**config.mk**
```make
export PLATFORM = sky130hd
export DESIGN_NAME = conv_window_sched
export DESIGN_NICKNAME = d
export VERILOG_FILES = /design/src/rtl/cnn_pkg.sv /design/src/rtl/rd_valid_pipe.sv /design/src/rtl/conv_window_sched.sv
export SDC_FILE = /design/constraint.sdc
export NUM_CORES = 1
export LEC_CHECK = 0
export CAP_MARGIN = 20
export CORE_MARGIN = 1
export CORE_UTILIZATION = 53
export CTS_CLUSTER_DIAMETER = 40
export DETAILED_ROUTE_END_ITERATION = 10
export GPL_ROUTABILITY_DRIVEN = 0
export GPL_TIMING_DRIVEN = 0
export MAX_ROUTING_LAYER = met4
export PLACE_DENSITY = 0.75
export SLEW_MARGIN = 20
export SYNTH_ARGS = -nofsm -noshare
export SYNTH_HDL_FRONTEND = slang
export SYNTH_SLANG_ARGS = --single-unit
```
**constraint.sdc**
```tcl
create_clock -name clk -period 4.32 [get_ports clk]
set_clock_uncertainty 0.15 [all_clocks]
set_input_delay 1.296 -clock clk [delete_from_list [all_inputs] [get_ports clk]]
set_output_delay 1.296 -clock clk [all_outputs]
set_load 0.01 [all_outputs]
```
**src/rtl/cnn_pkg.sv**
```systemverilog
// Shared types and constants for the CNN window scheduler slice.
package cnn_pkg;

    localparam int DIM_W    = 12;
    localparam int STRIDE_W = 2;
    localparam int KSZ      = 3;
    localparam int SUM_W    = DIM_W + 2;

    typedef enum logic [2:0] {
        S_IDLE,
        S_CLEAR,
        S_ISSUE,
        S_DRAIN,
        S_DONE
    } sched_state_t;

    // Far edge of the next window position: pos + KSZ + stride, widened so it cannot overflow.
    function automatic logic [SUM_W-1:0] win_end(input logic [DIM_W-1:0] pos,
                                                 input logic [STRIDE_W-1:0] stride);
        return SUM_W'(pos) + SUM_W'(KSZ) + SUM_W'(stride);
    endfunction

endpackage

```
**src/rtl/rd_valid_pipe.sv**
```systemverilog
// RD_LAT-deep shift register carrying a window tag (MSB = valid) alongside BRAM read latency.
module rd_valid_pipe #(
    parameter int RD_LAT = 2,
    parameter int TAG_W  = 3
) (
    input  logic             clk,
    input  logic             rst,
    input  logic [TAG_W-1:0] tag_p0,
    output logic [TAG_W-1:0] tag_out,
    output logic             empty
);

    logic [TAG_W-1:0] tag_p [RD_LAT];

    always_ff @(posedge clk) begin
        if (rst) begin
            for (int i = 0; i < RD_LAT; i++) tag_p[i] <= '0;
        end else begin
            tag_p[0] <= tag_p0;
            for (int i = 1; i < RD_LAT; i++) tag_p[i] <= tag_p[i-1];
        end
    end

    assign tag_out = tag_p[RD_LAT-1];

    always_comb begin
        empty = 1'b1;
        for (int i = 0; i < RD_LAT; i++) begin
            if (tag_p[i][TAG_W-1]) empty = 1'b0;
        end
    end

endmodule

```
**src/rtl/conv_window_sched.sv**
```systemverilog
// 3x3 convolution window scheduler: address-generator control, credit throttling, window tagging.
// Optional SCHED_PERF_EN adds stall_cnt / win_cnt performance counters.
module conv_window_sched
    import cnn_pkg::*;
#(
    parameter int RD_LAT  = 2,
    parameter int CREDITS = 4,
    parameter int CRED_W  = 3
) (
    input  logic                clk,
    input  logic                rst,
    input  logic                start,
    input  logic [DIM_W-1:0]    cfg_width,
    input  logic [DIM_W-1:0]    cfg_channel,
    input  logic [STRIDE_W-1:0] cfg_stride,
    output logic                agen_clr,
    output logic                agen_inc,
    output logic                bram_en,
    output logic                win_valid,
    output logic                win_last_ch,
    output logic                win_last_img,
    input  logic                win_ack,
    output logic                busy,
    output logic                done,
    output logic                cfg_err
`ifdef SCHED_PERF_EN
    ,
    output logic [31:0]         stall_cnt,
    output logic [31:0]         win_cnt
`endif
);

    localparam logic [CRED_W-1:0] CRED_FULL = CRED_W'(CREDITS);

    sched_state_t        state, state_nxt;
    logic [DIM_W-1:0]    width_q, channel_q;
    logic [STRIDE_W-1:0] stride_q;
    logic [DIM_W-1:0]    col, row, ch;
    logic [CRED_W-1:0]   credits;
    logic                accept, cfg_bad, issue, ack_ok;
    logic                col_wrap, row_wrap, last_ch, last_img;
    logic [2:0]          tag_p0, tag_out;
    logic                pipe_empty;

    assign accept   = (state == S_IDLE) && start;
    assign cfg_bad  = (cfg_stride == '0) || (cfg_width < DIM_W'(KSZ)) || (cfg_channel == '0);
    assign col_wrap = win_end(col, stride_q) > SUM_W'(width_q);
    assign row_wrap = win_end(row, stride_q) > SUM_W'(width_q);
    assign last_ch  = col_wrap && row_wrap;
    assign last_img = last_ch && (ch == channel_q - DIM_W'(1));
    // Spurious acks with nothing outstanding are dropped so the count saturates.
    assign ack_ok   = win_ack && (credits != CRED_FULL);

    always_ff @(posedge clk) begin
        if (rst) state <= S_IDLE;
        else     state <= state_nxt;
    end

    always_comb begin
        state_nxt = state;
        agen_clr  = 1'b0;
        issue     = 1'b0;
        done      = 1'b0;
        busy      = (state != S_IDLE);
        case (state)
            S_IDLE:  if (start) state_nxt = cfg_bad ? S_DONE : S_CLEAR;
            S_CLEAR: begin
                agen_clr  = 1'b1;
                state_nxt = S_ISSUE;
            end
            S_ISSUE: begin
                issue = (credits != '0);
                if (issue && last_img) state_nxt = S_DRAIN;
            end
            S_DRAIN: if (pipe_empty && (credits == CRED_FULL)) state_nxt = S_DONE;
            S_DONE: begin
                done      = 1'b1;
                state_nxt = S_IDLE;
            end
            default: state_nxt = S_IDLE;
        endcase
    end

    assign bram_en  = issue;
    assign agen_inc = issue;

    always_ff @(posedge clk) begin
        if (accept) begin
            width_q   <= cfg_width;
            channel_q <= cfg_channel;
            stride_q  <= cfg_stride;
        end
    end

    always_ff @(posedge clk) begin
        if (rst)         cfg_err <= 1'b0;
        else if (accept) cfg_err <= cfg_bad;
    end

    // Mirror of the address generator's column/row/channel walk.
    always_ff @(posedge clk) begin
        if (rst || accept) begin
            col <= '0;
            row <= '0;
            ch  <= '0;
        end else if (issue) begin
            if (!col_wrap) begin
                col <= col + DIM_W'(stride_q);
            end else begin
                col <= '0;
                if (!row_wrap) begin
                    row <= row + DIM_W'(stride_q);
                end else begin
                    row <= '0;
                    ch  <= ch + DIM_W'(1);
                end
            end
        end
    end

    always_ff @(posedge clk) begin
        if (rst) credits <= CRED_FULL;
        else     credits <= credits - CRED_W'(issue) + CRED_W'(ack_ok);
    end

    // Issue -> BRAM data: tag travels RD_LAT stages with the read.
    assign tag_p0 = {issue, issue && last_ch, issue && last_img};

    rd_valid_pipe #(
        .RD_LAT (RD_LAT),
        .TAG_W  (3)
    ) u_pipe (
        .clk     (clk),
        .rst     (rst),
        .tag_p0  (tag_p0),
        .tag_out (tag_out),
        .empty   (pipe_empty)
    );

    assign win_valid    = tag_out[2];
    assign win_last_ch  = tag_out[2] && tag_out[1];
    assign win_last_img = tag_out[2] && tag_out[0];

`ifdef SCHED_PERF_EN
    always_ff @(posedge clk) begin
        if (rst || accept) begin
            stall_cnt <= '0;
            win_cnt   <= '0;
        end else begin
            if ((state == S_ISSUE) && (credits == '0)) stall_cnt <= stall_cnt + 32'd1;
            if (issue) win_cnt <= win_cnt + 32'd1;
        end
    end
`endif

endmodule
```
==> results of run 1 <==
[flip-flops by register name (all words and copies together) (netlist names)]
signal / count
row: 12
channel_q: 12
stride_q: 2
ch: 12
cfg_err: 1
credits: 3
u_pipe.tag_p: 6
width_q: 12
col: 12
state: 3
[cell type report]
type / instances / area (um2) / share of cell area [%]
inverters: 45 / 169 / 3.08
flip-flops and latches: 75 / 1760 / 32.1
multi-input cells: 366 / 2710 / 49.5
plain buffers: 17 / 86.3 / 1.57
clock buffers: 9 / 124 / 2.26
clock inverters: 7 / 58.8 / 1.07
well taps: 105 / 131 / 2.40
repair buffers: 45 / 440 / 8.03
[per-stage QoR]
stage,hold slack [ns],power (uW)
after floorplan,0.264,1040
after global placement,0.279,1140
after detailed placement,0.299,1150
after CTS,0.325,1670
after global routing,0.337,1770
final,0.325,1680
[worst min-delay path by stage]
stage | start | endpoint | slack (ns)
3_3_place_gp | u_pipe.tag_p[0][0] | u_pipe.tag_p[0][3] | 0.28
4_1_cts | u_pipe.tag_p[0][2] | u_pipe.tag_p[0][5] | 0.32
6_report | u_pipe.tag_p[0][2] | u_pipe.tag_p[0][5] | 0.32
2_1_floorplan | u_pipe.tag_p[0][0] | u_pipe.tag_p[0][3] | 0.26
3_5_place_dp | u_pipe.tag_p[0][1] | u_pipe.tag_p[0][4] | 0.30
5_1_grt | u_pipe.tag_p[0][2] | u_pipe.tag_p[0][5] | 0.34
[cells in the mapped netlist, types with 7 or more instances]
master	n	area share (%)
nor2_1	52	4.2
dfxtp_1	49	21
inv_1	45	3.7
ha_1	40	11
xnor2_1	29	5.5
nand2_1	28	2.3
a21oi_1	27	2.9
edfxtp_1	26	17
nand3_1	19	2.1
xor2_1	18	3.4
nor3_1	16	1.7
nor4_1	15	2.0
o21ai_0	11	1.2
or3_1	9	1.2
or4_1	9	1.5
a21o_1	7	1.1
clkbuf_1	7	0.57
nand4_1	7	0.95
o31ai_1	7	1.1
[critical path, cell delays in order, from the launching register on]
cell	delay [ns]
edfxtp_1	0.43
inv_1	0.09
ha_1	0.21
inv_1	0.10
ha_4	0.16
inv_1	0.06
fa_2	0.41
nor3_2	0.14
xor2_1	0.12
ha_1	0.31
and3_4	0.17
nand4_1	0.11
a211oi_2	0.31
o41ai_4	0.16
or3_4	0.40
buf_4	0.15
or4_1	0.49
a21oi_1	0.15
[per-layer routing]
layer	wire length [um]	global-route usage, %	vias up
met1	5020	35.3	1802
met2	4710	37.7	101
met5	0	-	-
met3	457	4.55	10
li1	-	-	1913
met4	98	6.19	0
[cell families after synthesis]
logic type               count (synthesis)  synth area share, %
flip-flops                              75                 38.2
AND/OR/NAND/NOR                        191                 22.3
buffers and inverters                   62                 5.40
XOR/XNOR                                47                 8.93
AO/OA/AOI/OAI                           79                 11.3
adder cells (fa/ha/maj)                 45                 13.0
multiplexers                             4                0.868
[power groups by stage]
stage	combinational, uW	clock (uW)	sequential, uW
floorplan	209	0	828
CTS	327	521	820
finish	339	515	821
global route	385	554	829
global placement	300	0	837
detailed placement	317	0	838
[what timing repair did]
| action | CTS | global route |
|---|---|---|
| resized for setup | 10 | 17 |
| endpoints found under the setup margin | 39 | 35 |
| pin swaps | 1 | 14 |
| setup buffers | 2 | 4 |
==> metrics.md, run 1 <==
| Metric | Value |
|---|---|
| Status | finished, final reports clean |
| Register area share after synthesis | 38.2% |
| Synth Cell Area | 4610 um2 |
| Fin util | 66.1% |
| Slew margin rel. | 45.7% |
| Fin Setup TNS | 0 ns |
| Power per Cell Area | 305 nW/um2 |
| 1st-pass router iterations | 5 |
| Reg clk slew, reported paths | 0.08 ns |
| Pleak | 0.00208 uW |
| Initial antenna violation count | 0 |
| IO Pins | 39 |
| Die ar. | 9080 um2 |
| Cts bufs inserted | 9 |
| Fin crit share | 96.5% |
| Largest net degree at the start of global routing | 17 |
| Final nets | 634 |
| Place WS | -0.591 ns |
| CTS tree | done |
| EDFF count, synth | 26 |
| Mean Syn Cell Area | 9.17 um2 |
| CTS Root Cell | clkbuf_8 |
| Least-Margin Pin Slew | 0.813 ns |
| Finished Layout Cells | 669 |
| Total track usage | 25.2% |
| H-tree levels | 3 |
| Core Footprint | 8300 um2 |
| Routed wire length | 10300 um |
| Post-route ant nets | 0 |
| Cts hold-fix bufs | 0 |
| Slew Viols, Final | 0 |
| Initial detailed-routing violation count | 214 |
| Yosys warning count | 0 |
| Critical Path Start Type | register |
| Unique masters post-synth | 54 |
| Peak VDD IR | 0.224 mV |
| Reg2reg start | stride_q[0] |
| Vias in the first global route | 3602 |
| Average wire per standard cell | 15.4 um |
| Chip width | 95.3 um |
| Mapped Cells | 503 |
| Die Y | 95.3 um |
| Register share of total power | 49.0% |
| Most frequent cells in the layout | 51 x nor2_1, 48 x dfxtp_1, 43 x inv_1 |
| Fmax | 240 MHz |
| Logic pwr share | 20.2% |
| Final min period | 4.17 ns |
| Total grt overflow | 0 |
| Layout cells sized above 1 | 10.8% |
| Endpoints failing setup | 0 |
| DR vias/cell | 5.72 |
| DP Cell Count | 647 |
| # clock sinks | 75 |
| Sw Ratio | 31.1% |
| P_int | 1150 uW |
| FILL cells | 646 |
| Async set or reset register ratio after synthesis | 0% |
| Final hold violation count | 0 |
| Synth Net Count | 578 |
| Commonest non-fill, non-tap cell in the layout | nor2_1 |
| Min-Delay Path Depth | 1 |
| Ys flop type | dfxtp_1 |
| Crit path from | stride_q[0] |
| Post-route cell area | 5490 um2 |
| N_diodes | 0 |
| First-pass GRT wire length | 17000 um |
| Total net switching power | 521 uW |
| Num rows | 33 |
| Clock Path Buffers | 2 |
| Max FO, Critical Path | 5 |
| DRC | 0 |
| IO Port Bufs | 38 |
| Arrival time of the worst setup path | 4.30 ns |
| Setup CP Type | reg -> reg |
| R2R Path End | ch[5] |
| Critical path capture point | ch[5] |
| Final WS setup | 0.151 ns |
| CP endpoint kind | register |
| DP HPWL | 7480 um |
| #FFs+latches synth | 75 |
| Syn-to-layout area delta | 18.9% |
| Clock latency on the worst-skew pair | 0.36 ns |
| Reg2reg setup slack | 0.15 ns |
| HP Class | reg -> reg |
| Clk pwr share | 30.8% |
| Vias | 3826 |
| FF-to-FF path depth | 17 |
| Placed cell area | 5150 um2 |
| Max cap viols | 0 |
| Initial Utilization | 55.6% |
| Critical Path RT | 4.45 ns |
| RSZ-0062 raised after global routing | true |
Note: power is estimated with default switching activity, not from simulation.
==> run 2, diff against run 1 <==
- REMOVE_ABC_BUFFERS: not set -> 1
==> run 2 against run 1 <==
Compared with the run above:
- die area did not move
- fmax rose by 0.38%
- sequential share of layout area rose by 0.14 points
- critical endpoint is now ch[11]
==> metrics.md, run 2 (synthesis gave the netlist of run 1 again) <==
| Metric | Value |
|---|---|
| Setup CP Type | reg -> reg |
| H-tree levels | 3 (unchanged) |
| Post-Route Hold Slack | 0.295 ns (-0.0299 ns) |
| Pleak | 0.00207 uW (-0.70%) |
| Cts hold-fix bufs | 0 (unchanged) |
| Core Footprint | 8300 um2 (unchanged) |
| CP endpoint kind | register |
| Met1 Use GR | 28.1% (-7.2 points) |
| Peak VDD IR | 0.247 mV (+10%) |
| IO Pins | 39 (unchanged) |
| Die ar. | 9080 um2 (unchanged) |
| # clock sinks | 75 (unchanged) |
| Reg clk slew, reported paths | 0.09 ns (about the same) |
| IO Port Bufs | 38 (unchanged) |
| Final min period | 4.15 ns (-0.0160 ns) |
| Fin util | 65.9% (-0.24 points) |
| Max FO, Critical Path | 5 (unchanged) |
| Total track usage | 24.3% (-0.94 points) |
| DP HPWL | 7490 um (+0.12%) |
| Vias in the first global route | 3553 (-1.4%) |
| Busiest grt layer | met2 |
| Cts bufs inserted | 9 (unchanged) |
| Layout cells sized above 1 | 10.7% (-0.15 points) |
| Least-Margin Pin Slew | 0.910 ns (+0.0976 ns) |
| Chip width | 95.3 um (unchanged) |
| Status | finished, final reports clean |
| GR Util met3 | 4.47% (-0.080 points) |
| 1st-pass router iterations | 4 (-1) |
| Critical Path RT | 4.47 ns (+0.02 ns) |
| GRT met2 Usage | 41.1% (+3.3 points) |
| Final hold violation count | 0 (unchanged) |
| Fin crit share | 96.1% (-0.37 points) |
| Largest net degree at the start of global routing | 31 (+14) |
| Total grt overflow | 0 (unchanged) |
| Initial detailed-routing violation count | 172 (-20%) |
| Fmax | 241 MHz (+0.38%) |
| HP Class | reg -> reg |
| DRC | 0 (unchanged) |
| Endpoints failing setup | 0 (unchanged) |
| DR vias/cell | 5.86 (+2.5%) |
| Num rows | 33 (unchanged) |
| Clock latency on the worst-skew pair | 0.36 ns (about the same) |
| CTS Root Cell | clkbuf_8 |
| Routed wire length | 10700 um (+3.6%) |
| Final nets | 623 (-1.7%) |
| Initial Utilization | 55.6% (unchanged) |
| Slew margin rel. | 39.2% (-6.5 points) |
| Min-delay src | u_pipe.tag_p[0][0] |
| Crit path from | stride_q[1] |
| Critical Path Start Type | register |
| Vias | 3856 (+0.78%) |
| Initial antenna violation count | 0 (unchanged) |
| First-pass GRT wire length | 16300 um (-4.5%) |
| Commonest non-fill, non-tap cell in the layout | nor2_1 |
| N_diodes | 0 (unchanged) |
| Arrival time of the worst setup path | 4.30 ns (about the same) |
| Power per Cell Area | 307 nW/um2 (+0.54%) |
| Post-route ant nets | 0 (unchanged) |
| Average wire per standard cell | 16.2 um (+5.3%) |
| Most frequent cells in the layout | 51 x nor2_1, 47 x dfxtp_1, 44 x inv_1 |
| Max cap viols | 0 (unchanged) |
| CTS tree | done |
| Reg2reg start | stride_q[1] |
| Slew Viols, Final | 0 (unchanged) |
| Die Y | 95.3 um (unchanged) |
| Syn-to-layout area delta | 18.5% |
| Clock Path Buffers | 2 (unchanged) |
## run 2: final cells by class
cell class,instances,area [um2]
fillers,651,2830
inverters,45,169
clock inverters,6,36.3
repair buffers,48,455
well taps,105,131
flip-flops and latches,75,1760
multi-input cells,369,2760
clock buffers,10,149
## run 2: where the power goes
part	switching (uW)	leakage, uW	internal (uW)
combinational	183	0.00132	144
clock	289	0.000102	242
sequential	37.7	0.000645	782
total	509	0.00207	1170
## run 2: path summary, 6_finish.rpt
| path | endpoint | slack, ns | depth (start not counted) |
|---|---|---|---|
| worst max-delay path | ch[11] | 0.17 | 16 |
| worst min-delay path | u_pipe.tag_p[0][3] | 0.29 | 1 |
| worst max register to register | ch[11] | 0.17 | 16 |
| worst min register to register | u_pipe.tag_p[0][3] | 0.29 | 1 |
## run 2: critical path: stages (launching register included)
cell and delay [ns]:
edfxtp_1 0.42, inv_2 0.09, ha_1 0.24, inv_1 0.06, ha_2 0.18, inv_1 0.06, fa_2 0.41, nor3_2 0.14
xor2_1 0.09, ha_1 0.30, and3_4 0.18, nand2_1 0.06, a31oi_2 0.36, o41ai_4 0.20, or3_4 0.47, or4_1 0.52
a21oi_1 0.15
## run 2: timing repair
action | CTS | global route
pin swaps | 2 | 12
setup endpoints to repair | 39 | 39
setup buffers | 3 | 7
hold endpoints to repair | 0 | 0
gates resized for setup | 10 | 20
cloned | 1 | 2
## run 2: stage by stage
| stage | area, um2 | setup slack, ns | total power (uW) | setup TNS (ns) | cells |
|---|---|---|---|---|---|
| 2_1_floorplan | 4530 | -0.0103 | 1030 | -0.0103 | 486 |
| 6_report | 5470 | 0.167 | 1680 | 0 | 658 |
| 3_3_place_gp | 5040 | -1.07 | 1130 | -24.63 | 629 |
| 3_5_place_dp | 5050 | -1.12 | 1150 | -26.31 | 629 |
| 5_1_grt | 5470 | -0.00152 | 1760 | -0.00152 | 658 |
| 4_1_cts | 5310 | 0.0117 | 1670 | 0 | 649 |
## run 2: per-layer routing
layer	part of all wire, %	vias to the layer above	wire [um]
li1	-	1898	-
met1	43	1837	4560
met4	2.8	0	294
met3	3.4	26	366
met5	0	-	0
met2	51	95	5430
==> run 3, diff against run 2 <==
- ABC_AREA: not set -> 1
- PLACE_DENSITY: 0.75 -> not set
- PLACE_DENSITY_LB_ADDON: not set -> 0.05
==> run 3 against run 2 <==
Compared with the run above:
- the run now ends with design-rule violations left
- flip-flop and latch count unchanged
- clock-buffer cell count grew 1
- non-clock buffer count is 8 lower
- power is 32% higher
- core utilization down 2.2 points
- setup slack better by 0.21 ns
- highest routed layer unchanged
==> metrics.md, run 3 <==
| Metric | Value |
|---|---|
| Routed wire length | 10700 um (+0.19%) |
| Synth Cell Area | 4940 um2 (+7.1%) |
| Slew Viols, Final | 0 (unchanged) |
| Die ar. | 9710 um2 (+6.9%) |
| Yosys warning count | 0 (unchanged) |
| #FFs+latches synth | 75 (unchanged) |
| Initial Utilization | 55.6% (about the same) |
| HP Class | reg -> reg |
| Clock latency on the worst-skew pair | 0.35 ns (about the same) |
| Critical-path cell list | inv_1 > ha_1 > inv_1 > ha_1 > inv_1 > fa_1 > nor2_1 > nand2_1 > xor2_1 > ha_1 > nand2_1 > inv_1 > nand3_1 > nor2_1 > nand2_1 > nand2_2 > nand3_4 > nor2_8 > inv_2 > nor2_2 > nand2_1 > nand2_1 > nor2_1 |
| Register area share after synthesis | 35.7% (-2.5 points) |
| IO Port Bufs | 38 (unchanged) |
| Fin crit share | 91.3% (-4.8 points) |
| Core Footprint | 8890 um2 (+7.1%) |
| Fmax | 254 MHz (+5.3%) |
| Finished Layout Cells | 818 (+24%) |
| Synth cell count leaders | 143 x nand2_1, 113 x inv_1, 82 x nor2_1 |
| Post-route cell area | 5660 um2 (+3.5%) |
| Most frequent cell after synthesis | nand2_1 |
| Total track usage | 24.1% (-0.22 points) |
| Max cap viols | 0 (unchanged) |
| Critical Path RT | 4.41 ns (-0.06 ns) |
| Unique masters post-synth | 37 (-31%) |
| Chip width | 98.5 um (+3.4%) |
| Arrival time of the worst setup path | 4.04 ns (-0.26 ns) |
| Setup CP Type | reg -> reg |
| N_diodes | 0 (unchanged) |
| Cts hold-fix bufs | 0 (unchanged) |
| DP Cell Count | 800 (+27%) |
| Slew margin rel. | 49.7% (+10 points) |
| Fin Setup TNS | 0 ns (unchanged) |
| Most frequent cells in the layout | 143 x nand2_1, 113 x inv_1, 80 x nor2_1 |
| IO Pins | 39 (unchanged) |
| Reg clk slew, reported paths | 0.08 ns (about the same) |
| Initial antenna violation count | 0 (unchanged) |
| Cts bufs inserted | 9 (unchanged) |
| Final Power | 2210 uW (+32%) |
| Status | finished with violations |
| Mapped Cells | 659 (+31%) |
| CP endpoint kind | register |
| Violated checks | design-rule violations |
| Total grt overflow | 0 (unchanged) |
| Vias in the first global route | 4109 (+16%) |
| Least-Margin Pin Slew | 0.753 ns (-0.157 ns) |
| Placed cell area | 5430 um2 (+7.5%) |
| Vias | 4250 (+10%) |
| Layout cells sized above 1 | 6.76% (-3.9 points) |
| DRC | 3 (+3) |
| DR vias/cell | 5.20 (-11%) |
| Final nets | 780 (+25%) |
| First-pass GRT wire length | 18200 um (+12%) |
| Num rows | 34 (+3.0%) |
| DP HPWL | 8480 um (+13%) |
| Commonest non-fill, non-tap cell in the layout | nand2_1 |
| Synth area leader | dfxtp_1 |
| Post-route ant nets | 0 (unchanged) |
| CP max stage cell | edfxtp_1 |
| FF-to-FF path depth | 23 (+7) |
| Slowest stage delay, CP | 0.43 ns (-0.09 ns) |
| Synth top area cells | dfxtp_1 20%, edfxtp_1 16%, nand2_1 11% |
| CTS Root Cell | clkbuf_8 |
| Average wire per standard cell | 13.0 um (-19%) |
| Syn-to-layout area delta | 14.5% |
| Critical Path Start Type | register |
| # clock sinks | 75 (unchanged) |
| Die Y | 98.5 um (+3.4%) |
| Share of the synthesized area in the top cell type | 19.9% (-1.4 points) |
| Ys flop type | dfxtp_1 |
| Min-delay src | u_pipe.tag_p[0][0] |
| Pleak | 0.00251 uW (+21%) |
| Final min period | 3.94 ns (-0.209 ns) |
| Final hold violation count | 0 (unchanged) |
| Initial detailed-routing violation count | 156 (-9.3%) |
| H-tree levels | 3 (unchanged) |
| Peak VDD IR | 0.394 mV (+60%) |
| Mean Syn Cell Area | 7.50 um2 (-18%) |
| 1st-pass router iterations | 8 (+4) |
| End of the worst hold path | u_pipe.tag_p[0][3] |
| Power per Cell Area | 390 nW/um2 (+27%) |
| Max FO, Critical Path | 14 (+9) |
| Clock Path Buffers | 2 (unchanged) |
| R2R Path End | ch[5] |
| Largest net degree at the start of global routing | 29 (-6.5%) |
| CTS tree | done |
| Endpoints failing setup | 0 (unchanged) |
| Async set or reset register ratio after synthesis | 0% (unchanged) |
| EDFF count, synth | 26 (unchanged) |
| Reg2reg start | stride_q[1] |
| Min-Delay Path Depth | 2 (+1) |
| Most used cell, CP | nand2_1 |
| Reg2reg setup slack | 0.38 ns (+0.21 ns) |
[run 3: repair_timing]
action | in CTS | in global routing
setup buffers | 0 | 2
endpoints found under the setup margin | 0 | 16
gates resized for setup | 0 | 1
[run 3: how the worst max path moves through the flow]
stage,start,to,slack [ns],depth (start not counted)
2_1_floorplan,start,col[8],0.67,9
5_1_grt,stride_q[1],ch[5],-0.004,23
6_report,stride_q[1],ch[5],0.38,23
4_1_cts,stride_q[1],ch[5],0.17,23
3_5_place_dp,stride_q[1],ch[5],0.19,23
3_3_place_gp,start,col[8],-0.55,10
[run 3: layout make-up]
cell class,count,area (um2)
Inverter,116,435
Timing Repair Buffer,40,395
Fill cell,822,3230
Sequential cell,75,1760
Clock buffer,11,151
Multi-Input combinational cell,463,2720
Tap cell,108,135
Clock inverter,5,58.8
[run 3: cell families (layout without fill, tap and decap cells)]
kind of cell | Yosys count | after routing | share of synthesized area (%)
buf+inv | 121 | 172 | 9.47
flops | 75 | 75 | 35.7
compound gates | 63 | 63 | 7.24
fa+ha+maj | 45 | 45 | 12.2
xor+xnor | 37 | 37 | 6.56
simple gates | 318 | 318 | 28.9
[run 3: per-layer routing]
| metal | share of wire (%) | up-vias | track usage [%] |
|---|---|---|---|
| li1 | - | 2197 | - |
| met3 | 4.6 | 16 | 3.97 |
| met2 | 48 | 99 | 39.9 |
| met5 | 0 | - | - |
| met1 | 46 | 1938 | 29.7 |
| met4 | 2.1 | 0 | 8.73 |
[run 3: through the flow]
stage / worst slack (ns) / hold slack, ns / utilization [%]
5_1_grt: -0.00414 / 0.284 / 63.6
2_1_floorplan: 0.673 / 0.238 / -
3_3_place_gp: -0.547 / 0.246 / 61.0
3_5_place_dp: 0.192 / 0.252 / 61.1
4_1_cts: 0.172 / 0.265 / 63.4
6_report: 0.376 / 0.261 / 63.6
[run 3: power by group]
group          internal (uW)  switching (uW)  leakage (uW)
clock                    301             276      0.000110
sequential               844            62.4      0.000642
combinational            285             439       0.00176
total                   1430             777       0.00251
[run 3: critical path: cells and delay by family, from the launching register on]
family | cells | cell delay (ns)
AND/OR/NAND/NOR | 13 | 1.52
adder cells (fa/ha/maj) | 4 | 1.13
flip-flops | 1 | 0.43
buffers and inverters | 5 | 0.43
XOR/XNOR | 1 | 0.17
